===== src/rtl/alu_arbiter_if.sv =====
// Request/response bundle between two requesters, a consumer and alu_arbiter.
// master: requester/consumer side; slave: arbiter side. rsp_zero exists only
// when ALU_ARB_ZERO_EN is defined.
interface alu_arbiter_if #(
   parameter int N = 32
);
   logic         req0_valid;
   logic         req0_ready;
   logic [N-1:0] req0_a;
   logic [N-1:0] req0_b;
   logic [2:0]   req0_op;
   logic         req1_valid;
   logic         req1_ready;
   logic [N-1:0] req1_a;
   logic [N-1:0] req1_b;
   logic [2:0]   req1_op;
   logic         rsp_valid;
   logic         rsp_ready;
   logic         rsp_id;
   logic [N-1:0] rsp_result;
   logic         rsp_err;
`ifdef ALU_ARB_ZERO_EN
   logic         rsp_zero;

   modport master (
      output req0_valid, req0_a, req0_b, req0_op,
      output req1_valid, req1_a, req1_b, req1_op,
      input  req0_ready, req1_ready,
      output rsp_ready,
      input  rsp_valid, rsp_id, rsp_result, rsp_err, rsp_zero
   );

   modport slave (
      input  req0_valid, req0_a, req0_b, req0_op,
      input  req1_valid, req1_a, req1_b, req1_op,
      output req0_ready, req1_ready,
      input  rsp_ready,
      output rsp_valid, rsp_id, rsp_result, rsp_err, rsp_zero
   );
`else
   modport master (
      output req0_valid, req0_a, req0_b, req0_op,
      output req1_valid, req1_a, req1_b, req1_op,
      input  req0_ready, req1_ready,
      output rsp_ready,
      input  rsp_valid, rsp_id, rsp_result, rsp_err
   );

   modport slave (
      input  req0_valid, req0_a, req0_b, req0_op,
      input  req1_valid, req1_a, req1_b, req1_op,
      output req0_ready, req1_ready,
      input  rsp_ready,
      output rsp_valid, rsp_id, rsp_result, rsp_err
   );
`endif
endinterface


===== src/rtl/alu_arbiter.sv =====
// Round-robin two-port arbiter sharing one ALU; IDLE -> EXEC -> RESP per op.
// Ports: clk, rst_n (async active-low), bus (alu_arbiter_if.slave).
// Optional: ALU_ARB_ZERO_EN adds a registered rsp_zero flag.
module alu_arbiter #(
   parameter int N = 32
) (
   input logic          clk,
   input logic          rst_n,
   alu_arbiter_if.slave bus
);

   typedef enum logic [1:0] {
      IDLE = 2'd0,
      EXEC = 2'd1,
      RESP = 2'd2
   } state_e;

   state_e       state_q, state_d;
   logic         last_id_q, last_id_d;
   logic [N-1:0] a_q, b_q;
   logic [2:0]   op_q;
   logic         id_q;
   logic [N-1:0] res_q;
   logic         err_q;
   logic         rid_q;
`ifdef ALU_ARB_ZERO_EN
   logic         zero_q;
`endif

   logic         gnt0, gnt1;
   logic         acc0, acc1;
   logic [N-1:0] alu_res;
   logic         alu_err;

   // On a tie the requester not served last wins.
   assign gnt0 = bus.req0_valid && (!bus.req1_valid || last_id_q);
   assign gnt1 = bus.req1_valid && (!bus.req0_valid || !last_id_q);

   assign acc0 = (state_q == IDLE) && gnt0;
   assign acc1 = (state_q == IDLE) && gnt1;

   always_comb begin
      alu_res = '0;
      alu_err = 1'b0;
      case (op_q)
         3'b010:  alu_res = a_q + b_q;
         3'b110:  alu_res = a_q - b_q;
         3'b000:  alu_res = a_q & b_q;
         3'b001:  alu_res = a_q | b_q;
         3'b111:  alu_res = {{(N-1){1'b0}}, (a_q < b_q)};
         default: alu_err = 1'b1;
      endcase
   end

   always_ff @(posedge clk or negedge rst_n) begin
      if (!rst_n) begin
         state_q   <= IDLE;
         last_id_q <= 1'b1;
      end else begin
         state_q   <= state_d;
         last_id_q <= last_id_d;
      end
   end

   always_comb begin
      state_d   = state_q;
      last_id_d = last_id_q;
      unique case (state_q)
         IDLE: begin
            if (acc0 || acc1) begin
               state_d   = EXEC;
               last_id_d = acc1;
            end
         end
         EXEC: state_d = RESP;
         RESP: begin
            if (bus.rsp_ready) state_d = IDLE;
         end
         default: state_d = IDLE;
      endcase
   end

   always_ff @(posedge clk or negedge rst_n) begin
      if (!rst_n) begin
         a_q   <= '0;
         b_q   <= '0;
         op_q  <= '0;
         id_q  <= 1'b0;
         res_q <= '0;
         err_q <= 1'b0;
         rid_q <= 1'b0;
      end else begin
         if (acc0 || acc1) begin
            a_q  <= acc1 ? bus.req1_a : bus.req0_a;
            b_q  <= acc1 ? bus.req1_b : bus.req0_b;
            op_q <= acc1 ? bus.req1_op : bus.req0_op;
            id_q <= acc1;
         end
         if (state_q == EXEC) begin
            res_q <= alu_res;
            err_q <= alu_err;
            rid_q <= id_q;
         end
      end
   end

`ifdef ALU_ARB_ZERO_EN
   always_ff @(posedge clk or negedge rst_n) begin
      if (!rst_n) begin
         zero_q <= 1'b0;
      end else if (state_q == EXEC) begin
         zero_q <= (alu_res == '0);
      end
   end

   assign bus.rsp_zero = zero_q;
`endif

   always_comb begin
      bus.req0_ready = acc0;
      bus.req1_ready = acc1;
      bus.rsp_valid  = (state_q == RESP);
      bus.rsp_id     = rid_q;
      bus.rsp_result = res_q;
      bus.rsp_err    = err_q;
   end

endmodule


===== src/flat_wrapper.sv =====
// flat-port wrapper written by rule: the top's interface ports become plain ports
module alu_arbiter_flat 
#(
   parameter int N = 32
)
  (clk, rst_n, bus_req0_valid, bus_req0_a, bus_req0_b, bus_req0_op, bus_req1_valid, bus_req1_a, bus_req1_b, bus_req1_op, bus_req0_ready, bus_req1_ready, bus_rsp_ready, bus_rsp_valid, bus_rsp_id, bus_rsp_result, bus_rsp_err);
  alu_arbiter_if #(.N(N)) bus_i ();
  input logic clk;
  input logic rst_n;
  input wire logic [$bits(bus_i.req0_valid)-1:0] bus_req0_valid;
  input wire logic [$bits(bus_i.req0_a)-1:0] bus_req0_a;
  input wire logic [$bits(bus_i.req0_b)-1:0] bus_req0_b;
  input wire logic [$bits(bus_i.req0_op)-1:0] bus_req0_op;
  input wire logic [$bits(bus_i.req1_valid)-1:0] bus_req1_valid;
  input wire logic [$bits(bus_i.req1_a)-1:0] bus_req1_a;
  input wire logic [$bits(bus_i.req1_b)-1:0] bus_req1_b;
  input wire logic [$bits(bus_i.req1_op)-1:0] bus_req1_op;
  output wire logic [$bits(bus_i.req0_ready)-1:0] bus_req0_ready;
  output wire logic [$bits(bus_i.req1_ready)-1:0] bus_req1_ready;
  input wire logic [$bits(bus_i.rsp_ready)-1:0] bus_rsp_ready;
  output wire logic [$bits(bus_i.rsp_valid)-1:0] bus_rsp_valid;
  output wire logic [$bits(bus_i.rsp_id)-1:0] bus_rsp_id;
  output wire logic [$bits(bus_i.rsp_result)-1:0] bus_rsp_result;
  output wire logic [$bits(bus_i.rsp_err)-1:0] bus_rsp_err;
  assign bus_i.req0_valid = bus_req0_valid;
  assign bus_i.req0_a = bus_req0_a;
  assign bus_i.req0_b = bus_req0_b;
  assign bus_i.req0_op = bus_req0_op;
  assign bus_i.req1_valid = bus_req1_valid;
  assign bus_i.req1_a = bus_req1_a;
  assign bus_i.req1_b = bus_req1_b;
  assign bus_i.req1_op = bus_req1_op;
  assign bus_req0_ready = bus_i.req0_ready;
  assign bus_req1_ready = bus_i.req1_ready;
  assign bus_i.rsp_ready = bus_rsp_ready;
  assign bus_rsp_valid = bus_i.rsp_valid;
  assign bus_rsp_id = bus_i.rsp_id;
  assign bus_rsp_result = bus_i.rsp_result;
  assign bus_rsp_err = bus_i.rsp_err;
  alu_arbiter #(.N(N)) u_core (.clk(clk), .rst_n(rst_n), .bus(bus_i));
endmodule

===== config.mk =====
export PLATFORM = sky130hd
export DESIGN_NAME = alu_arbiter_flat
export DESIGN_NICKNAME = d
export VERILOG_FILES = /design/src/rtl/alu_arbiter_if.sv /design/src/rtl/alu_arbiter.sv /design/src/flat_wrapper.sv
export SDC_FILE = /design/constraint.sdc
export NUM_CORES = 1
export LEC_CHECK = 0
export ABC_AREA = 0
export CORE_ASPECT_RATIO = 0.5
export CORE_MARGIN = 2
export CORE_UTILIZATION = 48
export CTS_CLUSTER_DIAMETER = 40
export CTS_CLUSTER_SIZE = 25
export DETAILED_ROUTE_END_ITERATION = 10
export PLACE_DENSITY_LB_ADDON = 0.05
export SLEW_MARGIN = 10
export SYNTH_ARGS = -nofsm -noshare
export SYNTH_HDL_FRONTEND = slang
export SYNTH_SLANG_ARGS = --single-unit

===== constraint.sdc =====
create_clock -name clk -period 3 [get_ports clk]
set_clock_uncertainty 0.2 [all_clocks]
set_input_delay 0.45 -clock clk [delete_from_list [all_inputs] [get_ports clk]]
set_output_delay 0.45 -clock clk [all_outputs]
set_load 0.02 [all_outputs]

==> reports/qor.yml, run 1 <==
run_status:
  status: "finished, violations left"
  violations: "setup timing"
grt:
  globalRouteOverflowTotal: 0
  grt_max_degree: 138
  grt_pass1_wl_microns: 48500
  antenna_found_initial: 0
  track_usage_pct: 31.0
  grt_pass1_vias: 9144
final_layout:
  fillers: 1448
  final_common_cell: "nand2_1"
  layout_common_cells: "nand2_1 (193), clkdlybuf4s50_1 (174), buf_4 (164)"
  syn_to_final_growth_pct: 44.7
  final_nets: 1701
  drive_gt1_share_pct: 19.9
  antenna_cells: 0
  fin_util_pct: 70.5
cts:
  cts-root-buf: "clkbuf_16"
  clk_transition_reported_paths_ps: 80
  cts_tree: "built"
  insertion_delay_ps: 360
  cts_buffer_depth: 2
  cts_sinks: 105
  htreeDepth: 3
  cts_buffers: 9
detailed_routing:
  routed_wl_microns: 30900
  wl_met1_microns: 14900
  vias_per_cell: 5.70
  wl_met2_microns: 13000
  top_layer: "met4"
  wl_met3_microns: 2680
  wire_per_inst_microns: 18.1
  firstDrtPassIters: 6
  drc: 0
  drt_iter0_markers: 827
  vias: 9720
  ant_nets: 0
setup_path:
  path_class: "reg -> reg"
  worst_setup_path_start_kind: "flip-flop"
  cp.required_ps: 3090
  arrival_ps: 3320
  end_kind: "flip-flop"
  path_max_fanout: 4
sta:
  fmax_ghz: 0.310
  finalCritPeriodShare_pct: 108
  slew_viol_final: 0
  setup_viol: 14
  period_minus_slack_ps: 3230
  hold_ws_ps: 267
  slew_headroom_pct: 50.4
  hold_violations: 0
  fin_tns_setup_ps: -969
  rsz0062_at_grt: "true"
  worstMarginPinSlew_ps: 744
  worst_slack_ps: -229
yosys:
  async_flop_share_pct: 100
  syn-num-nets: 1414
  yosys_warnings: 0
  ys_types: 69
  syn_area_per_cell_sq_um: 7.60
  seq_area_frac_synth_pct: 29.5
  synth_edf_count: 0
  synth_area_sq_mm: 0.00892
  synthFlopType: "dfrtp_1"
  ys_seq_elements: 105
  synth_cells: 1173
placed_design:
  routabilityCongestion: 1.02
  io_buffers: 175
  dp_slack_ps: -381
  dp_hpwl_microns: 22400
floorplanning:
  die_w_microns: 197
  die_area_sq_mm: 0.0197
  num_rows: 35
  start_util_pct: 48.7
  coreArea_sq_mm: 0.0183
  io_pins: 176
  die_h_microns: 100
job:
  drv_cap: 0
min_path:
  min_path_type: "reg -> reg"
flip-flops by register name, indices dropped and copies added, names as in the netlist:
register / count
u_core.a_q: 32
u_core.b_q: 32
u_core.bus.rsp_result: 32
u_core.op_q: 3
u_core.state_q: 2
u_core.bus.rsp_err: 1
u_core.bus.rsp_id: 1
u_core.id_q: 1
u_core.last_id_q: 1
area by class of cell:
| class | count | area [sq um] | area share, % |
|---|---|---|---|
| multi-input cells | 901 | 6210 | 48.1 |
| repair buffers | 346 | 3090 | 23.9 |
| flip-flops and latches | 105 | 2630 | 20.4 |
| inverters | 97 | 367 | 2.84 |
| well taps | 240 | 300 | 2.33 |
| clock buffers | 10 | 239 | 1.85 |
| clock inverters | 6 | 71.3 | 0.553 |
worst max-delay path, cell delays in order (launching register included):
cell,delay (ps)
dfrtp_1,410
inv_2,70
ha_4,280
o21bai_4,60
a221oi_2,290
buf_4,180
o211ai_1,180
buf_4,210
a221oi_4,230
buf_6,150
nor3_2,50
o31ai_1,250
buf_4,150
mux2i_1,180
nor2_1,70
o211ai_1,180
repair_timing:
| item | in CTS | in global routing |
|---|---|---|
| cloned | 0 | 0 |
| pin swaps | 25 | 44 |
| hold buffers | 1 | 0 |
| endpoints found under the hold margin | 19 | 0 |
| buffers inserted | 8 | 12 |
| resized for setup | 61 | 60 |
| endpoints found under the setup margin | 21 | 23 |
path summary, 6_finish.rpt:
check                                  from                   endpoint  slack [ps]  depth (start not counted)
setup / recovery              u_core.a_q[1]  u_core.bus.rsp_result[29]        -230                         15
hold / removal             u_core.last_id_q           u_core.last_id_q         270                          2
setup reg to reg              u_core.a_q[1]  u_core.bus.rsp_result[29]        -230                         15
hold reg to reg            u_core.last_id_q           u_core.last_id_q         270                          2
max in group asynchronous             rst_n           u_core.last_id_q        1560                          3
min in group asynchronous             rst_n             u_core.a_q[18]         320                          2
Yosys cell counts, types with 2 or more instances:
master	instances	area, sq um
a211oi_1	10	75.1
o21ai_1	3	15.0
a221oi_1	16	140
or3_1	7	43.8
o41ai_1	3	26.3
nand3_1	14	70.1
or4_1	2	15.0
nor4_1	10	62.6
a32oi_1	2	17.5
xnor2_1	21	184
buf_1	4	15.0
and2_1	2	12.5
inv_1	92	345
mux2i_1	10	100
buf_4	2	15.0
o31ai_1	12	90.1
buf_2	7	35.0
clkbuf_1	55	206
o21a_1	2	15.0
nor2b_1	4	25.0
o22ai_1	8	50.1
a31oi_1	72	450
inv_2	3	11.3
a21oi_1	79	395
a221o_1	2	20.0
nand4_1	5	31.3
a21o_1	9	67.6
dfrtp_1	104	2600
ha_1	100	1250
nor3b_1	2	15.0
nor2_1	130	488
a21boi_0	2	15.0
a22o_1	6	52.6
a22oi_1	19	143
fa_1	2	40.0
o21ai_0	61	305
nand2_1	193	724
xor2_1	5	43.8
a41oi_1	2	17.5
o211ai_1	9	67.6
o21bai_1	22	165
nor3_1	23	115
nand2b_1	11	68.8
metrics by stage:
step	instances	area (sq um)
6_report	1705	12900
2_1_floorplan	1173	8920
3_3_place_gp	1670	11900
4_1_cts	1695	12600
5_1_grt	1705	12900
3_5_place_dp	1670	11900
logic make-up after synthesis:
kind of cell | Yosys count | share of synthesized area [%]
adder cells (fa/ha/maj) | 102 | 14.5
buffers and inverters | 167 | 7.34
multiplexers | 11 | 1.25
AO/OA/AOI/OAI | 350 | 25.1
AND/OR/NAND/NOR | 412 | 19.8
flip-flops | 105 | 29.5
XOR/XNOR | 26 | 2.55
metal layers:
layer,vias up,track usage (%)
met1,4584,45.9
met3,41,5.91
met2,439,47.3
met4,0,5.61
li1,4656,-
met5,-,0
Power of run 1 is left out: the tool's default activity adds up to more than one toggle a clock period on the data nets, which glitch-free logic cannot reach.
==> run 2, diff against run 1 <==
--- a/config.mk
+++ b/config.mk
@@ -8,7 +8,7 @@
 export ABC_AREA = 0
 export CORE_ASPECT_RATIO = 0.5
 export CORE_MARGIN = 2
-export CORE_UTILIZATION = 48
+export CORE_UTILIZATION = 53
 export CTS_CLUSTER_DIAMETER = 40
 export CTS_CLUSTER_SIZE = 25
 export DETAILED_ROUTE_END_ITERATION = 10
==> constraint.sdc (replaced) <==
create_clock -name clk -period 3.2 [get_ports clk]
set_clock_uncertainty 0.2 [all_clocks]
set_input_delay 0.48 -clock clk [delete_from_list [all_inputs] [get_ports clk]]
set_output_delay 0.48 -clock clk [all_outputs]
set_load 0.02 [all_outputs]
==> reports/qor.yml, run 2 (same netlist as run 1, synthesis figures left out) <==
job:
  drv_cap: 0
floorplanning:
  io_pins: 176
  die_w_microns: 187
  die_area_sq_mm: 0.0179
  coreArea_sq_mm: 0.0164
  start_util_pct: 54.3
  num_rows: 33
  die_h_microns: 95.7
min_path:
  min_path_type: "reg -> reg"
  min_from: "u_core.last_id_q"
  hold_depth: 2
  hold_end: "u_core.last_id_q"
setup_path:
  path_class: "reg -> reg"
  cp.required_ps: 3250
  reg2reg_from: "u_core.b_q[8]"
  arrival_ps: 3330
  worstRegToRegCells: 13
  worst_setup_path_start_kind: "flip-flop"
  r2r-end: "u_core.bus.rsp_result[31]"
  end_kind: "flip-flop"
  rrSetupSlack_ps: -80
  path_max_fanout: 7
grt:
  antenna_found_initial: 0
  grt_pass1_wl_microns: 47900
  grt_pass1_vias: 9240
  track_usage_pct: 33.7
  globalRouteOverflowTotal: 0
  grt_max_degree: 138
cts:
  insertion_delay_ps: 370
  cts_tree: "built"
  cts_buffers: 9
  cts_buffer_depth: 2
  cts-root-buf: "clkbuf_16"
  cts_sinks: 105
  htreeDepth: 3
  clk_transition_reported_paths_ps: 90
placed_design:
  placed_cells: 1611
  dp_hpwl_microns: 22200
  routabilityCongestion: 0.975
  dp_slack_ps: -141
  io_buffers: 175
sta:
  finalCritPeriodShare_pct: 103
  rsz0062_at_grt: "true"
  slew_viol_final: 0
  hold_violations: 0
  setup_viol: 2
  hold_ws_ps: 277
  slew_headroom_pct: 45.4
  worstMarginPinSlew_ps: 818
  worst_slack_ps: -81.9
  fmax_ghz: 0.305
  period_minus_slack_ps: 3280
detailed_routing:
  vias: 9972
  drt_iter0_markers: 1067
  ant_nets: 0
  wire_per_inst_microns: 19.6
  routed_wl_microns: 32100
  drc: 0
  vias_per_cell: 6.07
  firstDrtPassIters: 8
final_layout:
  regArea_sq_mm: 0.00263
  fillers: 1182
  syn_to_final_growth_pct: 39.0
  layout_common_cells: "nand2_1 (193), clkdlybuf4s50_1 (174), nor2_1 (127)"
  final_common_cell: "nand2_1"
  final_nets: 1651
  multi_input_area_sq_mm: 0.00611
  fin_util_pct: 75.4
  stdcell_count: 1642
  antenna_cells: 0
  drive_gt1_share_pct: 15.3
run_status:
  status: "finished, violations left"
  violations: "setup timing"
## run 2: changes by cell type in the layout (fill, tap and decap cells not counted), moves of 4 or more
cell      delta
a221oi_2     -4
buf_4       -48
ha_1         +4
ha_2         -5
inv_1        +6
inv_2        -6
o21ai_0     +10
o21ai_1      -6
## run 2: worst max path at each step
stage                                     end           from
finish              u_core.bus.rsp_result[31]  u_core.b_q[8]
global route        u_core.bus.rsp_result[31]  u_core.b_q[8]
CTS                 u_core.bus.rsp_result[25]  u_core.b_q[2]
detailed placement  u_core.bus.rsp_result[31]  u_core.b_q[1]
global placement    u_core.bus.rsp_result[25]  u_core.b_q[8]
floorplan           u_core.bus.rsp_result[26]  u_core.b_q[0]
## run 2: stage by stage
stage          area (sq um)  TNS (ps)
2_1_floorplan          8920         0
3_3_place_gp          11500      -238
3_5_place_dp          11500      -401
4_1_cts               11900     -28.5
5_1_grt               12400      -803
6_report              12400      -138
## run 2: worst max-delay path, cell delays in order, from the launching register on
cell and delay (ps):
dfrtp_1 420, inv_2 90, ha_4 230, nor3_4 260
nand2_1 100, o211ai_1 340, o211ai_1 160, buf_4 170
a21oi_4 160, nand4b_1 190, o41ai_2 400, buf_4 170
mux2i_1 180, a32oi_1 110
## run 2: what timing repair did
action                                  4_1_cts  5_1_grt
hold endpoints to repair                     36        0
pin swaps                                     2       29
setup buffers                                 1       14
endpoints found under the setup margin        8       19
resized for setup                            12       77
hold buffers                                  1        0
## run 2: cell type report
type / count / area share [%]
tap: 227 / 2.29
multi-input combinational: 901 / 49.3
timing repair buffer: 296 / 21.8
sequential: 105 / 21.2
inverter: 97 / 2.96
clock inverter: 7 / 0.646
clock buffer: 9 / 1.82
## run 2: layer usage
layer	GRT usage [%]	vias to the layer above	routed length, microns
met5	0	-	0
met4	6.69	0	704
met3	8.06	99	3470
met2	54.2	604	13900
met1	46.8	4714	14000
li1	-	4555	-
Power of run 2 is left out for the same reason.
==> run 3, diff against run 2 <==
--- a/config.mk
+++ b/config.mk
@@ -7,8 +7,8 @@
 export LEC_CHECK = 0
 export ABC_AREA = 0
 export CORE_ASPECT_RATIO = 0.5
-export CORE_MARGIN = 2
 export CORE_UTILIZATION = 53
+export CTS_BUF_LIST = sky130_fd_sc_hd__clkbuf_16
 export CTS_CLUSTER_DIAMETER = 40
 export CTS_CLUSTER_SIZE = 25
 export DETAILED_ROUTE_END_ITERATION = 10
==> reports/qor.yml, run 3 (same netlist as run 1, synthesis figures left out) <==
run_status:
  status: "complete, no violations"
detailed_routing:
  routed_wl_microns: 30100
  ant_nets: 0
  vias: 9645
  drt_iter0_markers: 735
  wire_per_inst_microns: 18.6
  drc: 0
  vias_per_cell: 5.95
  firstDrtPassIters: 6
final_layout:
  drive_gt1_share_pct: 13.2
  fillers: 1266
  final_common_cell: "nand2_1"
  antenna_cells: 0
  final_nets: 1630
  multi_input_area_sq_mm: 0.00601
  syn_to_final_growth_pct: 35.5
  stdcell_count: 1621
  regArea_sq_mm: 0.00263
  layout_common_cells: "nand2_1 (193), clkdlybuf4s50_1 (174), nor2_1 (127)"
job:
  drv_cap: 0
cts:
  clk_transition_reported_paths_ps: 80
  cts_sinks: 105
  cts_tree: "built"
  cts_buffers: 9
  cts_buffer_depth: 2
  htreeDepth: 3
  cts-root-buf: "clkbuf_16"
  insertion_delay_ps: 360
sta:
  fin_tns_setup_ps: 0
  worst_slack_ps: 46.9
  period_minus_slack_ps: 3150
  finalCritPeriodShare_pct: 98.5
  fmax_ghz: 0.317
  slew_headroom_pct: 48.8
  hold_ws_ps: 272
  setup_viol: 0
  slew_viol_final: 0
  worstMarginPinSlew_ps: 764
  hold_violations: 0
  rsz0062_at_grt: "true"
placed_design:
  dp_slack_ps: -147
  io_buffers: 175
  routabilityCongestion: 1.00
  dp_hpwl_microns: 21700
  placed_cells: 1588
setup_path:
  cp.required_ps: 3240
  worst_setup_path_start_kind: "flip-flop"
  path_max_fanout: 7
  arrival_ps: 3190
  end_kind: "flip-flop"
  rrSetupSlack_ps: 50
  path_class: "reg -> reg"
power:
  power_density_mw_per_mm2: 1340
  irDropWorstVdd_uv: 974
  leakagePower_nw: 5.46
grt:
  antenna_found_initial: 0
  grt_pass1_wl_microns: 45900
  grt_pass1_vias: 8782
  track_usage_pct: 34.0
  globalRouteOverflowTotal: 0
  grt_max_degree: 138
floorplanning:
  start_util_pct: 54.4
  io_pins: 176
  die_area_sq_mm: 0.0174
  die_w_microns: 185
  num_rows: 33
  coreArea_sq_mm: 0.0164
  die_h_microns: 93.7
min_path:
  min_path_type: "reg -> reg"
run 3: power breakdown:
| group | total, mW | internal (mW) | switching (mW) |
|---|---|---|---|
| sequential | 2.58 | 1.98 | 0.598 |
| combinational | 12.6 | 5.28 | 7.31 |
| clock | 1.06 | 0.528 | 0.535 |
run 3: critical path, cell delays in order (launching register included):
cell      delay, ps
dfrtp_1         420
inv_1            80
ha_1            380
buf_4           200
nor4_2          320
o211ai_1        250
a21oi_2         220
nand4b_1        200
o41ai_2         420
mux2i_1         240
a32oi_1         110
run 3: timing repair:
action | 4_1_cts | 5_1_grt
endpoints found under the hold margin | 48 | 0
setup buffers | 0 | 17
pin swaps | 1 | 21
gates resized for setup | 7 | 61
setup endpoints to repair | 12 | 17
hold buffers | 1 | 0
run 3: final timing paths:
check | from | end | cells past startpoint
worst max-delay path | u_core.b_q[12] | u_core.bus.rsp_result[31] | 10
worst min-delay path | u_core.last_id_q | u_core.last_id_q | 2
worst max register to register | u_core.b_q[12] | u_core.bus.rsp_result[31] | 10
worst min register to register | u_core.last_id_q | u_core.last_id_q | 2
max in group asynchronous | rst_n | u_core.last_id_q | 3
min in group asynchronous | rst_n | u_core.bus.rsp_result[24] | 2
run 3: final cells by class:
class,count,share of cell area (%)
Tap cell,227,2.35
Sequential cell,105,21.8
Multi-Input combinational cell,901,49.7
Inverter,97,3.03
Clock buffer,9,1.86
Clock inverter,7,0.352
Timing Repair Buffer,275,20.9
run 3: per-layer routing:
metal	wire length (microns)	GRT usage, %
met2	13100	52.0
met1	13900	48.4
met4	410	6.20
met5	0	0
met3	2700	8.88
run 3: through the flow:
step / power (mW) / instance area [sq um] / utilization (%)
2_1_floorplan: 9.87 / 8920 / -
3_3_place_gp: 13.6 / 11300 / 69.1
3_5_place_dp: 13.8 / 11300 / 69.1
4_1_cts: 15.1 / 11700 / 71.1
5_1_grt: 17.4 / 12100 / 73.7
6_report: 16.2 / 12100 / 73.7
No activity file was read; power rests on OpenSTA's default activity.
